$ cat src/rtl/cg_stim_monitor_if.sv
// rtl/cg_stim_monitor_if.sv - control, drive and result signals between test controller and cg_stim_monitor
interface cg_stim_monitor_if #(
  parameter int CNT_W = 16
);
  logic             start;
  logic             stop;
  logic             amp_out;
  logic             in_drv;
  logic             bias_drv;
  logic             busy;
  logic             samp_valid;
  logic             expected;
  logic             mismatch;
  logic [CNT_W-1:0] err_count;
  logic [CNT_W-1:0] samp_count;
  logic             done;

  modport master (
    output start, stop, amp_out,
    input  in_drv, bias_drv, busy, samp_valid, expected, mismatch, err_count, samp_count, done
  );

  modport slave (
    input  start, stop, amp_out,
    output in_drv, bias_drv, busy, samp_valid, expected, mismatch, err_count, samp_count, done
  );
endinterface

$ cat src/rtl/cg_stim_monitor.sv
// rtl/cg_stim_monitor.sv - square-wave stimulus and settle-delayed output checker for the common-gate cell
// Two free-running half-period counters toggle the drives; every toggle (re)opens a settle window before a compare.
module cg_stim_monitor #(
  parameter int CNT_W    = 16,
  parameter int HALF_A   = 200,
  parameter int HALF_B   = 400,
  parameter int SETTLE   = 2,
  parameter int NUM_SAMP = 8
) (
  input  logic              clk,
  input  logic              rst,
  cg_stim_monitor_if.slave  bus
);

  typedef enum logic [1:0] {
    S_IDLE   = 2'd0,
    S_RUN    = 2'd1,
    S_SETTLE = 2'd2,
    S_DONE   = 2'd3
  } state_t;

  // Counters load N-1 and act when they read zero, so an event lands exactly N edges after the load.
  localparam logic [CNT_W-1:0] RELOAD_A = CNT_W'(HALF_A - 1);
  localparam logic [CNT_W-1:0] RELOAD_B = CNT_W'(HALF_B - 1);
  localparam logic [CNT_W-1:0] RELOAD_S = CNT_W'(SETTLE - 1);
  localparam logic [CNT_W-1:0] ONE      = CNT_W'(1);
  localparam logic [CNT_W-1:0] ERR_MAX  = '1;

  state_t           state;
  logic [CNT_W-1:0] cnt_a;
  logic [CNT_W-1:0] cnt_b;
  logic [CNT_W-1:0] cnt_s;

  logic             running;
  logic             tog_a;
  logic             tog_b;
  logic             any_tog;
  logic             model;
  logic             miss;
  logic [CNT_W-1:0] samp_inc;
  logic             last_samp;

  always_comb begin
    running   = (state == S_RUN) || (state == S_SETTLE);
    tog_a     = running && (cnt_a == '0);
    tog_b     = running && (cnt_b == '0);
    any_tog   = tog_a || tog_b;
    // pmos load pulls the output high whenever the gate bias is low
    model     = bus.bias_drv ? bus.in_drv : 1'b1;
    miss      = (bus.amp_out != model);
    samp_inc  = bus.samp_count + ONE;
    last_samp = (32'(samp_inc) == 32'(NUM_SAMP));
  end

  always_ff @(posedge clk or posedge rst) begin
    if (rst) begin
      state          <= S_IDLE;
      cnt_a          <= '0;
      cnt_b          <= '0;
      cnt_s          <= '0;
      bus.in_drv     <= 1'b0;
      bus.bias_drv   <= 1'b0;
      bus.busy       <= 1'b0;
      bus.samp_valid <= 1'b0;
      bus.expected   <= 1'b0;
      bus.mismatch   <= 1'b0;
      bus.err_count  <= '0;
      bus.samp_count <= '0;
      bus.done       <= 1'b0;
    end else begin
      bus.samp_valid <= 1'b0;
      bus.mismatch   <= 1'b0;
      bus.done       <= 1'b0;
      if (bus.stop) begin
        state        <= S_IDLE;
        bus.in_drv   <= 1'b0;
        bus.bias_drv <= 1'b0;
        bus.busy     <= 1'b0;
      end else begin
        case (state)
          S_IDLE, S_DONE: begin
            if (bus.start) begin
              state          <= S_RUN;
              bus.busy       <= 1'b1;
              bus.err_count  <= '0;
              bus.samp_count <= '0;
              bus.in_drv     <= 1'b0;
              bus.bias_drv   <= 1'b0;
              cnt_a          <= RELOAD_A;
              cnt_b          <= RELOAD_B;
            end
          end
          default: begin
            cnt_a <= tog_a ? RELOAD_A : cnt_a - ONE;
            cnt_b <= tog_b ? RELOAD_B : cnt_b - ONE;
            if (tog_a) bus.in_drv <= ~bus.in_drv;
            if (tog_b) bus.bias_drv <= ~bus.bias_drv;
            // A fresh drive edge always restarts the window, even on the cycle it would have expired.
            if (any_tog) begin
              state <= S_SETTLE;
              cnt_s <= RELOAD_S;
            end else if (state == S_SETTLE) begin
              if (cnt_s == '0) begin
                bus.samp_valid <= 1'b1;
                bus.expected   <= model;
                bus.samp_count <= samp_inc;
                if (miss) begin
                  bus.mismatch <= 1'b1;
                  if (bus.err_count != ERR_MAX) bus.err_count <= bus.err_count + ONE;
                end
                if (last_samp) begin
                  state    <= S_DONE;
                  bus.busy <= 1'b0;
                  bus.done <= 1'b1;
                end else begin
                  state <= S_RUN;
                end
              end else begin
                cnt_s <= cnt_s - ONE;
              end
            end
          end
        endcase
      end
    end
  end

endmodule

$ cat src/flat_wrapper.sv
// flat-port wrapper written by rule: the top's interface ports become plain ports
module cg_stim_monitor_flat 
#(
  parameter int CNT_W    = 16,
  parameter int HALF_A   = 200,
  parameter int HALF_B   = 400,
  parameter int SETTLE   = 2,
  parameter int NUM_SAMP = 8
)
  (clk, rst, bus_start, bus_stop, bus_amp_out, bus_in_drv, bus_bias_drv, bus_busy, bus_samp_valid, bus_expected, bus_mismatch, bus_err_count, bus_samp_count, bus_done);
  cg_stim_monitor_if #(.CNT_W(CNT_W)) bus_i ();
  input  logic clk;
  input  logic rst;
  input wire logic [$bits(bus_i.start)-1:0] bus_start;
  input wire logic [$bits(bus_i.stop)-1:0] bus_stop;
  input wire logic [$bits(bus_i.amp_out)-1:0] bus_amp_out;
  output wire logic [$bits(bus_i.in_drv)-1:0] bus_in_drv;
  output wire logic [$bits(bus_i.bias_drv)-1:0] bus_bias_drv;
  output wire logic [$bits(bus_i.busy)-1:0] bus_busy;
  output wire logic [$bits(bus_i.samp_valid)-1:0] bus_samp_valid;
  output wire logic [$bits(bus_i.expected)-1:0] bus_expected;
  output wire logic [$bits(bus_i.mismatch)-1:0] bus_mismatch;
  output wire logic [$bits(bus_i.err_count)-1:0] bus_err_count;
  output wire logic [$bits(bus_i.samp_count)-1:0] bus_samp_count;
  output wire logic [$bits(bus_i.done)-1:0] bus_done;
  assign bus_i.start = bus_start;
  assign bus_i.stop = bus_stop;
  assign bus_i.amp_out = bus_amp_out;
  assign bus_in_drv = bus_i.in_drv;
  assign bus_bias_drv = bus_i.bias_drv;
  assign bus_busy = bus_i.busy;
  assign bus_samp_valid = bus_i.samp_valid;
  assign bus_expected = bus_i.expected;
  assign bus_mismatch = bus_i.mismatch;
  assign bus_err_count = bus_i.err_count;
  assign bus_samp_count = bus_i.samp_count;
  assign bus_done = bus_i.done;
  cg_stim_monitor #(.CNT_W(CNT_W), .HALF_A(HALF_A), .HALF_B(HALF_B), .SETTLE(SETTLE), .NUM_SAMP(NUM_SAMP)) u_core (.clk(clk), .rst(rst), .bus(bus_i));
endmodule
$ cat config.mk
export PLATFORM = sky130hd
export DESIGN_NAME = cg_stim_monitor_flat
export DESIGN_NICKNAME = d
export VERILOG_FILES = /design/src/rtl/cg_stim_monitor_if.sv /design/src/rtl/cg_stim_monitor.sv /design/src/flat_wrapper.sv
export SDC_FILE = /design/constraint.sdc
export NUM_CORES = 1
export LEC_CHECK = 0
export ABC_AREA = 1
export CELL_PAD_IN_SITES_DETAIL_PLACEMENT = 0
export CELL_PAD_IN_SITES_GLOBAL_PLACEMENT = 1
export CORE_UTILIZATION = 43
export CTS_CLUSTER_DIAMETER = 30
export DETAILED_ROUTE_END_ITERATION = 7
export PLACE_DENSITY = 0.77
export RECOVER_POWER = 100
export SLEW_MARGIN = 10
export SYNTH_ARGS = -nofsm -noshare
export SYNTH_HDL_FRONTEND = slang
export SYNTH_SLANG_ARGS = --single-unit
$ cat constraint.sdc
create_clock -name clk -period 3.3 [get_ports clk]
set_input_delay 0.66 -clock clk [delete_from_list [all_inputs] [get_ports clk]]
set_output_delay 0.66 -clock clk [all_outputs]
set_load 0.03 [all_outputs]
==> out/metrics.cfg <==
[timing]
slew_violations=34
max_slew_margin_pct=-18.6
hold_viol_final=0
finalClockSkew_ns=0.00670
period_minus_slack_ns=2.86
setup_violations=0
max_freq_mhz=350
rsz0062_at_grt=no
fin_setup_tns_ns=0
worst-slew-pin-transition_ns=1.77
post-route-period-util_pct=86.5

[global_routing]
grt_start_max_net_pins=47
grt_overflow=0
grt_pass1_vias=4416
antenna_found_initial=0
grt_pass1_wl_mm=21.1
grt_use_total_pct=20.8

[worst_setup_path]
timing.rr.start=u_core.state[0]
cp-start-kind=flip-flop
crit_required_ns=3.53
arrival_ns=3.09
path_class=flip-flop to flip-flop
cp-end-kind=flip-flop
rr_worst_depth=12
cp_max_fo=35
r2r-end=u_core.cnt_s[14]
r2r_slack_ns=0.44

[placed_design]
hpwl_mm=8.78
place_area_sq_um=5870
dp.cells=875
port_buffers=43
place_congestion=0.810

[min_path]
min_from=u_core.cnt_a[0]
hp-class=flip-flop to flip-flop
whs_path_depth=1
min_to=u_core.cnt_a[0]

[cts]
cts_resized=0
cts_hold_buf=0
cts_made_buffers=9
cts.clk_slew.worst_paths_ns=0.06
postCtsSetupBuffers=0
cts_num_sinks=89
cts_max_path_buffers=2
insertion_delay_ns=0.34
ctsHtreeMaxLevel=3
cts_tree=yes
cts-root-buf=clkbuf_16

[cells_and_area]
layout_common_cells=151 x nand2_1, 89 x dfrtp_1, 80 x inv_1
final_nets=755
stdcell_count=891
syn_to_final_growth_pct=15.6
layout_commonest_cell=nand2_1
final.fill_count=1192
final_area_sq_um=6110
drive_above_1_share_pct=6.32
utilization_pct=50.9
diodes=0

[run_status]
status=complete, but fails checks
violations=max-capacitance violations, max-slew violations

[floorplanning]
dieArea_sq_um=12700
die_x_um=113
ios=44
initial_core_util_pct=44.0
die_h_um=113
row_count=40
core_area_sq_um=12000

[synthesis]
synth-seq-cells=89
synthFlopType=dfrtp_1
avgSynthCellArea_sq_um=7.62
synth.cell_area_sq_um=5290
synth.top_cell.area_share_pct=42.1
yosysWarnings=0
ys_async_sr_fraction_pct=100
ys_seq_area_share_pct=42.1
yosysUniqueCellTypes=40
synth_nets=709
synth_top_cell_by_area=dfrtp_1
syn_inst=694
ys_top_cells_by_area=dfrtp_1 42%, nand2_1 11%, nand3_1 6.2%
synth_edf_count=0

[power]
p_total_mw=2.61
powerDensity_nw_per_um2=426
p_leak_nw=2.74
peakVddDrop_v=0.000232

[routing]
vias=4733
ant_nets=0
drt_iter0_markers=369
drtPass1Iterations=5
drt-vias-per-instance=5.31
route.detailed.drc=0
wl_per_cell_um=14.2
finalWirelength_mm=12.6

[run]
cap_violations=1

sequential cells by signal, indices dropped and copies added, names as in the netlist, 2 cells and up:
register               flops
u_core.bus.err_count      16
u_core.bus.samp_count     16
u_core.cnt_a              16
u_core.cnt_b              16
u_core.cnt_s              16
u_core.state               2
where the power goes:
part	internal, mW	switching, mW	leakage [nW]
Sequential	1.14	0.0561	1.14
Combinational	0.117	0.257	1.46
Clock	0.625	0.409	0.142
worst max path at each step:
stage / startpoint / end
floorplan: rst / u_core.bus.bias_drv
global placement: bus_start / u_core.bus.err_count[8]
detailed placement: bus_start / u_core.bus.err_count[4]
CTS: u_core.state[0] / u_core.bus.err_count[8]
global route: u_core.state[0] / u_core.cnt_s[14]
finish: u_core.state[0] / u_core.cnt_s[14]
cell families after synthesis:
logic type      count (synthesis)  share of synthesized area [%]
simple gates                  370                           32.0
flops                          89                           42.1
buf+inv                       100                           7.81
xor+xnor                       28                           4.64
compound gates                 97                           11.1
fa+ha+maj                      10                           2.37
stage by stage:
step | hold WS (ns) | setup slack, ns
final | 0.471 | 0.444
after global routing | 0.492 | 0.0781
after CTS | 0.469 | 0.289
after detailed placement | 0.460 | 0.295
after global placement | 0.456 | 0.336
after floorplan | 0.443 | 0.333
layout make-up:
class                           count  area, sq um  share of cell area [%]
Sequential cell                    89         2230                    36.4
Inverter                           86          327                    5.34
Multi-Input combinational cell    506         2600                    42.6
Clock inverter                      2         37.5                   0.614
Clock buffer                       13          260                    4.26
Timing Repair Buffer               48          473                    7.74
Tap cell                          147          184                    3.01
cell usage after synthesis (3+ instances only):
master	instances
nand2_1	150
dfrtp_1	89
inv_1	80
nor2_1	76
nand3_1	65
o21ai_0	42
nand4_1	28
xor2_1	21
nor3_1	15
o21ai_2	14
a21oi_1	13
o22ai_1	11
ha_1	10
or2_2	10
xnor2_1	7
nor4_1	6
o21ai_1	6
inv_2	5
buf_2	4
clkbuf_1	4
nand2_2	4
o31ai_1	4
buf_6	3
nand3b_1	3
nor2_2	3
critical path: stages (launching register included):
cell and delay (ns):
dfrtp_1 0.36, inv_1 0.05, ha_1 0.33, inv_4 0.33
nand3_1 0.12, nor3_1 0.17, nand3_1 0.15, nand2_2 0.20
nand2_1 0.13, nand2_1 0.40, inv_1 0.24, o21ai_0 0.19
nand2_1 0.06
metal layers:
layer  wire length [um]  track usage, %  part of all wire [%]  up-vias
met5                  0               0                     0        -
met4                240            8.77                   1.9        0
met3                448            3.00                   3.5       18
met2               5870            34.3                    46       93
met1               6090            27.4                    48     2236
li1                   -               -                     -     2386
Note: power is estimated with default switching activity, not from simulation.
==> variant, RTL diff (config.mk and constraints unchanged) <==
`CNT_W` is set to 16 in 3 places; all go to 32.
--- a/src/rtl/cg_stim_monitor_if.sv
+++ b/src/rtl/cg_stim_monitor_if.sv
@@ -1,6 +1,6 @@
 // rtl/cg_stim_monitor_if.sv - control, drive and result signals between test controller and cg_stim_monitor
 interface cg_stim_monitor_if #(
-  parameter int CNT_W = 16
+  parameter int CNT_W = 32
 );
   logic             start;
   logic             stop;
--- a/src/rtl/cg_stim_monitor.sv
+++ b/src/rtl/cg_stim_monitor.sv
@@ -1,7 +1,7 @@
 // rtl/cg_stim_monitor.sv - square-wave stimulus and settle-delayed output checker for the common-gate cell
 // Two free-running half-period counters toggle the drives; every toggle (re)opens a settle window before a compare.
 module cg_stim_monitor #(
-  parameter int CNT_W    = 16,
+  parameter int CNT_W    = 32,
   parameter int HALF_A   = 200,
   parameter int HALF_B   = 400,
   parameter int SETTLE   = 2,
--- a/src/flat_wrapper.sv
+++ b/src/flat_wrapper.sv
@@ -1,7 +1,7 @@
 // flat-port wrapper written by rule: the top's interface ports become plain ports
 module cg_stim_monitor_flat 
 #(
-  parameter int CNT_W    = 16,
+  parameter int CNT_W    = 32,
   parameter int HALF_A   = 200,
   parameter int HALF_B   = 400,
   parameter int SETTLE   = 2,
Ports: changed (resized bus_err_count and bus_samp_count); port bits go from 44 to 76. The function was not compared with the original's and may differ.
==> variant against the original RTL <==
Wire length rose by 140%; total power rose by 110%; sequential cell count is 80 higher; via count grew 110%; design area rose by 110%; non-clock buffer count is 43 higher; setup slack better by 0.047 ns; area after synthesis is 110% higher; largest power group unchanged.
==> variant: results (changes against the original RTL) <==
<table>
<tr><th>Metric</th><th>Value</th></tr>
<tr><th colspan="2">Run status</th></tr>
<tr><td>Result of the run</td><td>complete, no violations (was finished with violations)</td></tr>
<tr><th colspan="2">Placed design</th></tr>
<tr><td># placed instances</td><td>1948 (was 875)</td></tr>
<tr><td>Worst setup timing slack at the placement stage</td><td>0.546 ns (was 0.295 ns)</td></tr>
<tr><td>Global placer's final weighted congestion</td><td>0.869 (was 0.810)</td></tr>
<tr><th colspan="2">Layout</th></tr>
<tr><td>Clock network area share</td><td>0.0442 (was 0.0487)</td></tr>
<tr><td>Non-clk buf share</td><td>0.0716 (was 0.0774)</td></tr>
<tr><td>Count of clock-net buffers in the final layout</td><td>18 (was 13)</td></tr>
<tr><td>Non-filler cells in the finished layout</td><td>1978 (was 891)</td></tr>
<tr><td>Multi-input comb cells</td><td>1173 (was 506)</td></tr>
<tr><th colspan="2">Routing</th></tr>
<tr><td>DR vias/cell</td><td>5.11 (was 5.31)</td></tr>
<tr><td>Met3 routed wirelength</td><td>915 um (was 448 um)</td></tr>
<tr><td>Routed metal-1 wire length</td><td>15100 um (was 6090 um)</td></tr>
<tr><td>DRC marker count from the first detailed-route iteration</td><td>678 (was 369)</td></tr>
<tr><td>Per-cell routed wire length</td><td>15.2 um (was 14.2 um)</td></tr>
<tr><th colspan="2">STA</th></tr>
<tr><td>Actual transition at the worst max-transition pin</td><td>1.25 ns (was 1.77 ns)</td></tr>
<tr><th colspan="2">Setup path</th></tr>
<tr><td>Critical-path maximum fanout</td><td>26 (was 35)</td></tr>
<tr><td>Arrival time at the worst endpoint</td><td>3.13 ns (was 3.09 ns)</td></tr>
<tr><th colspan="2">Global route</th></tr>
<tr><td>Combined global-route utilization of all metal layers</td><td>0.236 (was 0.208)</td></tr>
<tr><td>Global routing usage on met1</td><td>0.339 (was 0.274)</td></tr>
<tr><th colspan="2">Synth</th></tr>
<tr><td>Fraction of the mapped netlist area in adder cells</td><td>0.00892 (was 0.0237)</td></tr>
<tr><td>Area contributors post-synth</td><td>sky130_fd_sc_hd__dfrtp_1 (38%), sky130_fd_sc_hd__nand2_1 (13%), sky130_fd_sc_hd__nor2_1 (8.0%) (was sky130_fd_sc_hd__dfrtp_1 (42%), sky130_fd_sc_hd__nand2_1 (11%), sky130_fd_sc_hd__nand3_1 (6.2%))</td></tr>
<tr><td>Commonest cells in the synthesized netlist</td><td>sky130_fd_sc_hd__nand2_1 (383), sky130_fd_sc_hd__nor2_1 (240), sky130_fd_sc_hd__inv_1 (183) (was sky130_fd_sc_hd__nand2_1 (150), sky130_fd_sc_hd__dfrtp_1 (89), sky130_fd_sc_hd__inv_1 (80))</td></tr>
<tr><td>Synth Area in Compound Gates</td><td>0.121 (was 0.111)</td></tr>
<tr><td>Synthesized net count</td><td>1575 (was 709)</td></tr>
<tr><th colspan="2">Clock network</th></tr>
<tr><td>CTS sink cnt</td><td>169 (was 89)</td></tr>
<tr><td>Inserted Clock Buffers</td><td>17 (was 9)</td></tr>
<tr><th colspan="2">Power</th></tr>
<tr><td>Reported leakage power</td><td>5.82 nW (was 2.74 nW)</td></tr>
</table>
## variant: path summary, 6_finish.rpt
kind | start | to | slack (ns) | cells after the start
setup / recovery | u_core.cnt_s[0]$_DFFE_PP0P_ | u_core.cnt_s[19]$_DFFE_PP0P_ | 0.49 | 15
hold / removal | u_core.cnt_a[0]$_DFFE_PP0P_ | u_core.cnt_a[0]$_DFFE_PP0P_ | 0.49 | 1
setup reg to reg | u_core.cnt_s[0]$_DFFE_PP0P_ | u_core.cnt_s[19]$_DFFE_PP0P_ | 0.49 | 15
hold reg to reg | u_core.cnt_a[0]$_DFFE_PP0P_ | u_core.cnt_a[0]$_DFFE_PP0P_ | 0.49 | 1
max in group asynchronous | rst | u_core.bus.samp_count[22]$_DFFE_PP0P_ | 0.84 | 3
min in group asynchronous | rst | u_core.cnt_s[10]$_DFFE_PP0P_ | 0.85 | 2
## variant: report_power, final
part           total (W)  internal (W)  switching (W)
Clock            0.00197       0.00106       0.000904
Combinational    0.00114      0.000371       0.000767
Sequential       0.00237       0.00220       0.000171
